## src/rtl/mux_nx1_scan.sv

```systemverilog
// mux_nx1_scan: N-channel, WIDTH-bit registered multiplexer.
// Manual mode: a loaded select register picks the channel.
// Scan mode: round-robin with a programmable dwell; idle channels are skipped.
// The output is one registered valid/ready stage. It never drops or
// overwrites a sample that the consumer has not accepted.
module mux_nx1_scan #(
  parameter int WIDTH    = 8,
  parameter int CHANNELS = 8,
  parameter int SEL_W    = 3,
  parameter int DWELL    = 4
) (
  input  logic                      clk,
  input  logic                      rst,
  input  logic [CHANNELS*WIDTH-1:0] in_data,
  input  logic [CHANNELS-1:0]       in_valid,
  input  logic                      mode,
  input  logic [SEL_W-1:0]          sel,
  input  logic                      sel_load,
  output logic [WIDTH-1:0]          out_data,
  output logic [SEL_W-1:0]          out_ch,
  output logic                      out_valid,
  input  logic                      out_ready
);

  // The dwell counter only needs to reach DWELL-1. Keep at least one bit.
  localparam int               DW_W       = (DWELL > 1) ? $clog2(DWELL) : 1;
  localparam logic [DW_W-1:0]  DWELL_LAST = DW_W'(DWELL - 1);
  localparam logic [SEL_W-1:0] CH_LAST    = SEL_W'(CHANNELS - 1);
  localparam logic [SEL_W:0]   CH_COUNT   = (SEL_W + 1)'(CHANNELS);

  logic [SEL_W-1:0] cur_ch_q, cur_ch_d;
  logic [DW_W-1:0]  dwell_cnt_q, dwell_cnt_d;
  logic [WIDTH-1:0] out_data_q, out_data_d;
  logic [SEL_W-1:0] out_ch_q, out_ch_d;
  logic             out_valid_q, out_valid_d;

  logic [WIDTH-1:0] sel_data;
  logic             sel_valid;
  logic [SEL_W-1:0] next_ch;
  logic             load;
  logic             sel_legal;

  // Select the sample and valid flag of the current channel.
  // An out-of-range index selects nothing.
  always_comb begin
    sel_data  = '0;
    sel_valid = 1'b0;
    for (int k = 0; k < CHANNELS; k++) begin
      if (cur_ch_q == SEL_W'(k)) begin
        sel_data  = in_data[k*WIDTH +: WIDTH];
        sel_valid = in_valid[k];
      end
    end
  end

  // Compute the next output-stage, channel and dwell state.
  always_comb begin
    load      = !out_valid_q || out_ready;
    // Wrap explicitly, so a non-power-of-two channel count never makes an illegal index.
    next_ch   = (cur_ch_q == CH_LAST) ? '0 : cur_ch_q + 1'b1;
    sel_legal = ({1'b0, sel} < CH_COUNT);

    out_data_d  = out_data_q;
    out_ch_d    = out_ch_q;
    out_valid_d = out_valid_q;
    cur_ch_d    = cur_ch_q;
    dwell_cnt_d = dwell_cnt_q;

    // A capture always uses the channel selected before this edge.
    if (load) begin
      out_data_d  = sel_data;
      out_ch_d    = cur_ch_q;
      out_valid_d = sel_valid;
    end

    if (!mode) begin
      // Manual mode holds dwell at zero, so a later switch to scan restarts the
      // dwell. A select load does not wait for the output stage.
      dwell_cnt_d = '0;
      if (sel_load && sel_legal) begin
        cur_ch_d = sel;
      end
    end else if (load) begin
      if (!sel_valid || (dwell_cnt_q == DWELL_LAST)) begin
        cur_ch_d    = next_ch;
        dwell_cnt_d = '0;
      end else begin
        dwell_cnt_d = dwell_cnt_q + 1'b1;
      end
    end
  end

  // State registers. Reset clears the output stage asynchronously.
  always_ff @(posedge clk or posedge rst) begin
    if (rst) begin
      cur_ch_q    <= '0;
      dwell_cnt_q <= '0;
      out_data_q  <= '0;
      out_ch_q    <= '0;
      out_valid_q <= 1'b0;
    end else begin
      cur_ch_q    <= cur_ch_d;
      dwell_cnt_q <= dwell_cnt_d;
      out_data_q  <= out_data_d;
      out_ch_q    <= out_ch_d;
      out_valid_q <= out_valid_d;
    end
  end

  assign out_data  = out_data_q;
  assign out_ch    = out_ch_q;
  assign out_valid = out_valid_q;

endmodule

```

## config.mk

```make
export PLATFORM = sky130hd
export DESIGN_NAME = mux_nx1_scan
export DESIGN_NICKNAME = d
export VERILOG_FILES = /design/src/rtl/mux_nx1_scan.sv
export SDC_FILE = /design/constraint.sdc
export NUM_CORES = 1
export LEC_CHECK = 0
export ABC_AREA = 1
export BUFFER_PORTS_ARGS = -buffer_cell sky130_fd_sc_hd__buf_2
export CAP_MARGIN = 10
export CORE_MARGIN = 8
export CORE_UTILIZATION = 35
export CTS_BUF_LIST = sky130_fd_sc_hd__clkbuf_4 sky130_fd_sc_hd__clkbuf_8 sky130_fd_sc_hd__clkbuf_16
export DETAILED_ROUTE_END_ITERATION = 10
export PLACE_DENSITY_LB_ADDON = 0.3
export SYNTH_ARGS = -nofsm -noshare
export SYNTH_HDL_FRONTEND = slang
export SYNTH_SLANG_ARGS = --single-unit
export TNS_END_PERCENT = 1
```

## constraint.sdc

```tcl
create_clock -name clk -period 2.56 [get_ports clk]
set_clock_uncertainty 0.2 [all_clocks]
set_input_delay 0 -clock clk [delete_from_list [all_inputs] [get_ports clk]]
set_output_delay 0 -clock clk [all_outputs]
set_load 0.01 [all_outputs]
```

# --- Word level (Yosys, flattened, before mapping) ---
# Index checks and enable logic that the tools add are counted.
# Widths: inputs -> output; s select.
totals:
  out_inout_bits: 12
  regBits: 17
  in_bits: 80
classes:
  muxes: 24
  addsub: 2
  n_reduce_logical: 7
  eq_ne: 10
ops:
  columns: ["cell", "n"]
  rows:
  - ["$mux 8", 8]
  - ["$mux 3", 5]
  - ["$eq 3x3->1 const B", 4]
  - ["$mux 1", 8]
  - ["$eq 3x2->1 const B", 2]
  - ["$mux 2", 3]
  - ["$ne 2x1->1 const B", 2]
  - ["$add 3x1->3 const B", 1]
  - ["$eq 3x1->1 const B", 1]
  - ["$logic_not 3->1", 1]
  - ["$reduce_and 3->1", 1]
  - ["$add 2x1->2 const B", 1]
  - ["$eq 2x2->1 const B", 1]
  - ["$logic_not 1->1", 2]
  - ["$logic_or 1x1->1", 2]
  - ["$reduce_bool 2->1", 1]

# --- Longest topological paths before layout ---
depth:
  depth_word: 14
  depth_mapped: 15
  ltp_nobuf: 15

# --- Worst setup path before layout ---
# No wires, ideal clock.
synth_path:
  kind: "reg-to-reg"
  start: "register cur_ch_q[2]"
  end: "register cur_ch_q[0]"
  path_stages_with_launch: 15
  period_less_slack_ns: 1.949
  setup_ns: 0.117
  setup_slack_ns: 0.611
  t_required_ns: 2.243
  arrival_time_ns: 1.632
  path_cell_list: "dfrtp_1 > buf_6 > inv_6 > ha_1 > buf_2 > inv_2 > or2_0 > nand3_1 > nand2_1 > nand2_1 > nand2_2 > nand3_4 > nand2_2 > nand2_1 > nand2_1"
synth_via:
  elab_chain_cells: 13
  elab_cells_between_ends: 24
  cone_classes: "8 x eq/ne; 12 x mux; 4 x reduce/logical"
synth_rtl:
  columns: ["element", "line", "rtl"]
  rows:
  - ["from (decl)", "31", "logic [SEL_W-1:0] cur_ch_q, cur_ch_d;"]
  - ["from (signal assigned)", "102", "cur_ch_q <= cur_ch_d;"]
  - ["$logic_not 3->1", "49", "if (cur_ch_q == SEL_W'(k)) begin"]
  - ["$mux 1 (8 in series)", "49", null]
  - ["$logic_not 1->1", "84", "if (!sel_valid || (dwell_cnt_q == DWELL_LAST)) begin"]
  - ["$logic_or 1x1->1", "84", null]
  - ["$ne 2x1->1 (no line)", null, null]
  - ["$reduce_and 3->1 (no line)", null, null]
# Parallel ways exist; a longest one is shown, timed or not. The select of a mux whose other input is x is not followed.
# A chain may end at the register's enable or synchronous reset.

# --- Final worst setup path ---
layout_path:
  start: "register cur_ch_q[2]"
  end: "register cur_ch_q[2]"
# Same word-level chain as after synthesis.

==> out/results.ini <==
[floorplan]
die_area_sq_um = 7110
die_h_um = 84.3
fp-row-count = 25
die_w_um = 84.3
io_pins = 92
coreArea_sq_um = 4600
start_util = 0.355

[outcome]
status = complete, but fails checks
violations = hold timing

[logic_synthesis]
ys_ff_latch = 17
yosys_warnings = 0
seq_area_frac_synth = 0.261
synth_area_leaders = dfrtp_1, nand2_1, nand3_1
yosysTopAreaCellShare = 0.261
synth_nets = 359
yosys.area.top_type = dfrtp_1
ys_types = 23
syn-cell-area_sq_um = 1630
avgSynthCellArea_sq_um = 6.00
syn_inst = 272

[critical_path]
rrSetupSlack_ps = 220
crit_arrival_ps = 2290
path_max_fanout = 10
timing.rr.start = cur_ch_q[2]$_DFFE_PP0P_
rr_endpoint = cur_ch_q[2]$_DFFE_PP0P_
ff2ff_path_depth = 12
required_ps = 2510
cp-start-kind = flop
critPathKind = reg2reg
crit_path_end_kind = flop

[clock_tree]
cts.sinks = 17
cts_root_buffer = clkbuf_8
htreeDepth = 1
cts_setup_buffers = 0
cts_tree = built
clockBufferDepth = 2
cts.clk_slew.worst_paths_ps = 70
cts_buffers = 3
cts_resized = 0
clock_latency_ps = 250
ctsHoldBuffers = 32

[sta]
period_share = 0.916
tightestPinTransition_ps = 663
fin_tns_setup_ps = 0
rsz0062_at_grt = no
maxSlewHeadroom = 0.557
slew_violations = 0
setup_ws_ps = 216
max_freq_mhz = 427
hold_slack_ps = -9.66
final-setup-viol-count = 0
hold_viol = 1
min_period_ps = 2340

[min_path]
hold_path_class = in2reg
hold_path_end = out_data[5]$_DFFE_PP0P_
hold_depth = 7
min_from = in_data[37]

[placement]
dp_worst_setup_slack_ps = 229
dp_hpwl_um = 4480
gp_congestion = 0.834
io_buffers = 91

[power]
combPwrFrac = 0.692
p_switching_uw = 1180
internal_power_uw = 1130
p_leak_uw = 0.00144
clkPwrFrac = 0.089
sw_frac_of_total = 0.511
powerDensity_nw_per_um2 = 927
ir_drop_uv = 486
seq_power_share = 0.219

[global_route]
grt_pass1_vias = 2080
grt.overflow.total = 0
grt_usage = 0.158
antenna_found_initial = 0
grt_max_degree = 19
grt_pass1_wl_um = 9540

[route]
route.detailed.drc = 0
wirelength_um = 5820
ant_nets = 0
wl_per_cell_um = 13.0
firstDrtPassIters = 4
vias_per_cell = 4.61
via_count = 2060
drtIter0Drc = 97

[cells_and_area]
diodes = 0
fillers = 462
area_growth_pct = 52.3
drive_above_1_share = 0.280
final_nets = 481

[job]
cap_violations = 0

-- placed cells by master, fill, tap and decap left out, drive strengths merged --
cell type    count
o31ai            1
nor2            23
clkbuf           3
buf             93
ha               7
clkinv           1
dfrtp           17
o21ai           21
nand2          113
o211ai           3
dlygate4sd3     32
inv             31
or2              7
nand3           41
-- Yosys cell counts --
master    number
nand2_1      109
nand3_1       40
inv_1         28
nor2_1        20
dfrtp_1       17
o21ai_0       16
ha_1           7
o21ai_1        5
or2_0          5
buf_2          4
nand2_2        3
o211ai_1       3
buf_6          2
clkbuf_1       2
inv_2          2
or2_2          2
inv_6          1
nand2_4        1
nand3_4        1
nor2_2         1
nor2_4         1
nor2_8         1
o31ai_1        1
-- critical path, cell delays in order (launching register included) --
cell and delay (ps):
dfrtp_1 570, inv_6 160, ha_1 360, inv_2 150, or2_0 230, nand3_1 90, nand2_1 60, nand2_1 70
nand2_2 70, nand3_4 90, nand2_2 70, nand2_1 60, nand2_1 50
-- area by class of cell --
cell class	instances	area [sq um]	area share
clock inverter	1	5.00	0.00201
clock buffer	3	41.3	0.0166
timing repair buffer	125	791	0.318
multi-input combinational	216	1040	0.416
tap	54	67.6	0.0272
inverter	31	121	0.0488
sequential	17	425	0.171
-- how the worst max path moves through the flow --
stage / start / endpoint / slack, ps / depth (start not counted)
4_1_cts: cur_ch_q[2]$_DFFE_PP0P_ / cur_ch_q[2]$_DFFE_PP0P_ / 210 / 12
3_5_place_dp: cur_ch_q[2]$_DFFE_PP0P_ / cur_ch_q[2]$_DFFE_PP0P_ / 230 / 12
3_3_place_gp: cur_ch_q[2]$_DFFE_PP0P_ / cur_ch_q[2]$_DFFE_PP0P_ / 290 / 12
2_1_floorplan: cur_ch_q[2]$_DFFE_PP0P_ / cur_ch_q[0]$_DFFE_PP0P_ / 610 / 14
6_report: cur_ch_q[2]$_DFFE_PP0P_ / cur_ch_q[2]$_DFFE_PP0P_ / 220 / 12
5_1_grt: cur_ch_q[2]$_DFFE_PP0P_ / cur_ch_q[0]$_DFFE_PP0P_ / 30 / 12
-- per-stage QoR --
step | hold WS, ps | cells | cell area [sq um] | power (uW) | util
finish | -9.66 | 447 | 2490 | 2300 | 0.541
global route | 30.0 | 447 | 2490 | 2610 | 0.541
CTS | 0.439 | 447 | 2490 | 2320 | 0.541
detailed placement | -67.2 | 411 | 2120 | 2060 | 0.461
global placement | -73.7 | 411 | 2120 | 2030 | 0.461
floorplan | -274 | 272 | 1630 | 1660 | -
-- flip-flops by register name, indices dropped and copies added (netlist names) --
register and cells:
out_data 8, cur_ch_q 3, out_ch 3, dwell_cnt_q 2, out_valid 1
-- routing by layer --
| layer | wire length, um | part of all wire | global-route usage |
|---|---|---|---|
| met5 | 0 | 0 | 0 |
| met4 | 112 | 0.019 | 0.0534 |
| met3 | 415 | 0.071 | 0.0416 |
| met2 | 2640 | 0.45 | 0.264 |
| met1 | 2660 | 0.46 | 0.191 |
-- power by group through the flow --
stage | Sequential, uW | Combinational [uW] | Clock [uW]
2_1_floorplan | 512 | 1140 | 0
3_3_place_gp | 500 | 1530 | 0
3_5_place_dp | 502 | 1560 | 0
4_1_cts | 501 | 1610 | 209
5_1_grt | 522 | 1860 | 223
6_report | 505 | 1590 | 206
-- kinds of logic (layout without fill, tap and decap cells) --
logic type	count (synthesis)	after routing	share of synthesized area
AO/OA/AOI/OAI	25	25	0.0828
adder cells (fa/ha/maj)	7	7	0.0536
buffers and inverters	39	160	0.105
flip-flops	17	17	0.261
AND/OR/NAND/NOR	184	184	0.498
Note: power is estimated with default switching activity, not from simulation.
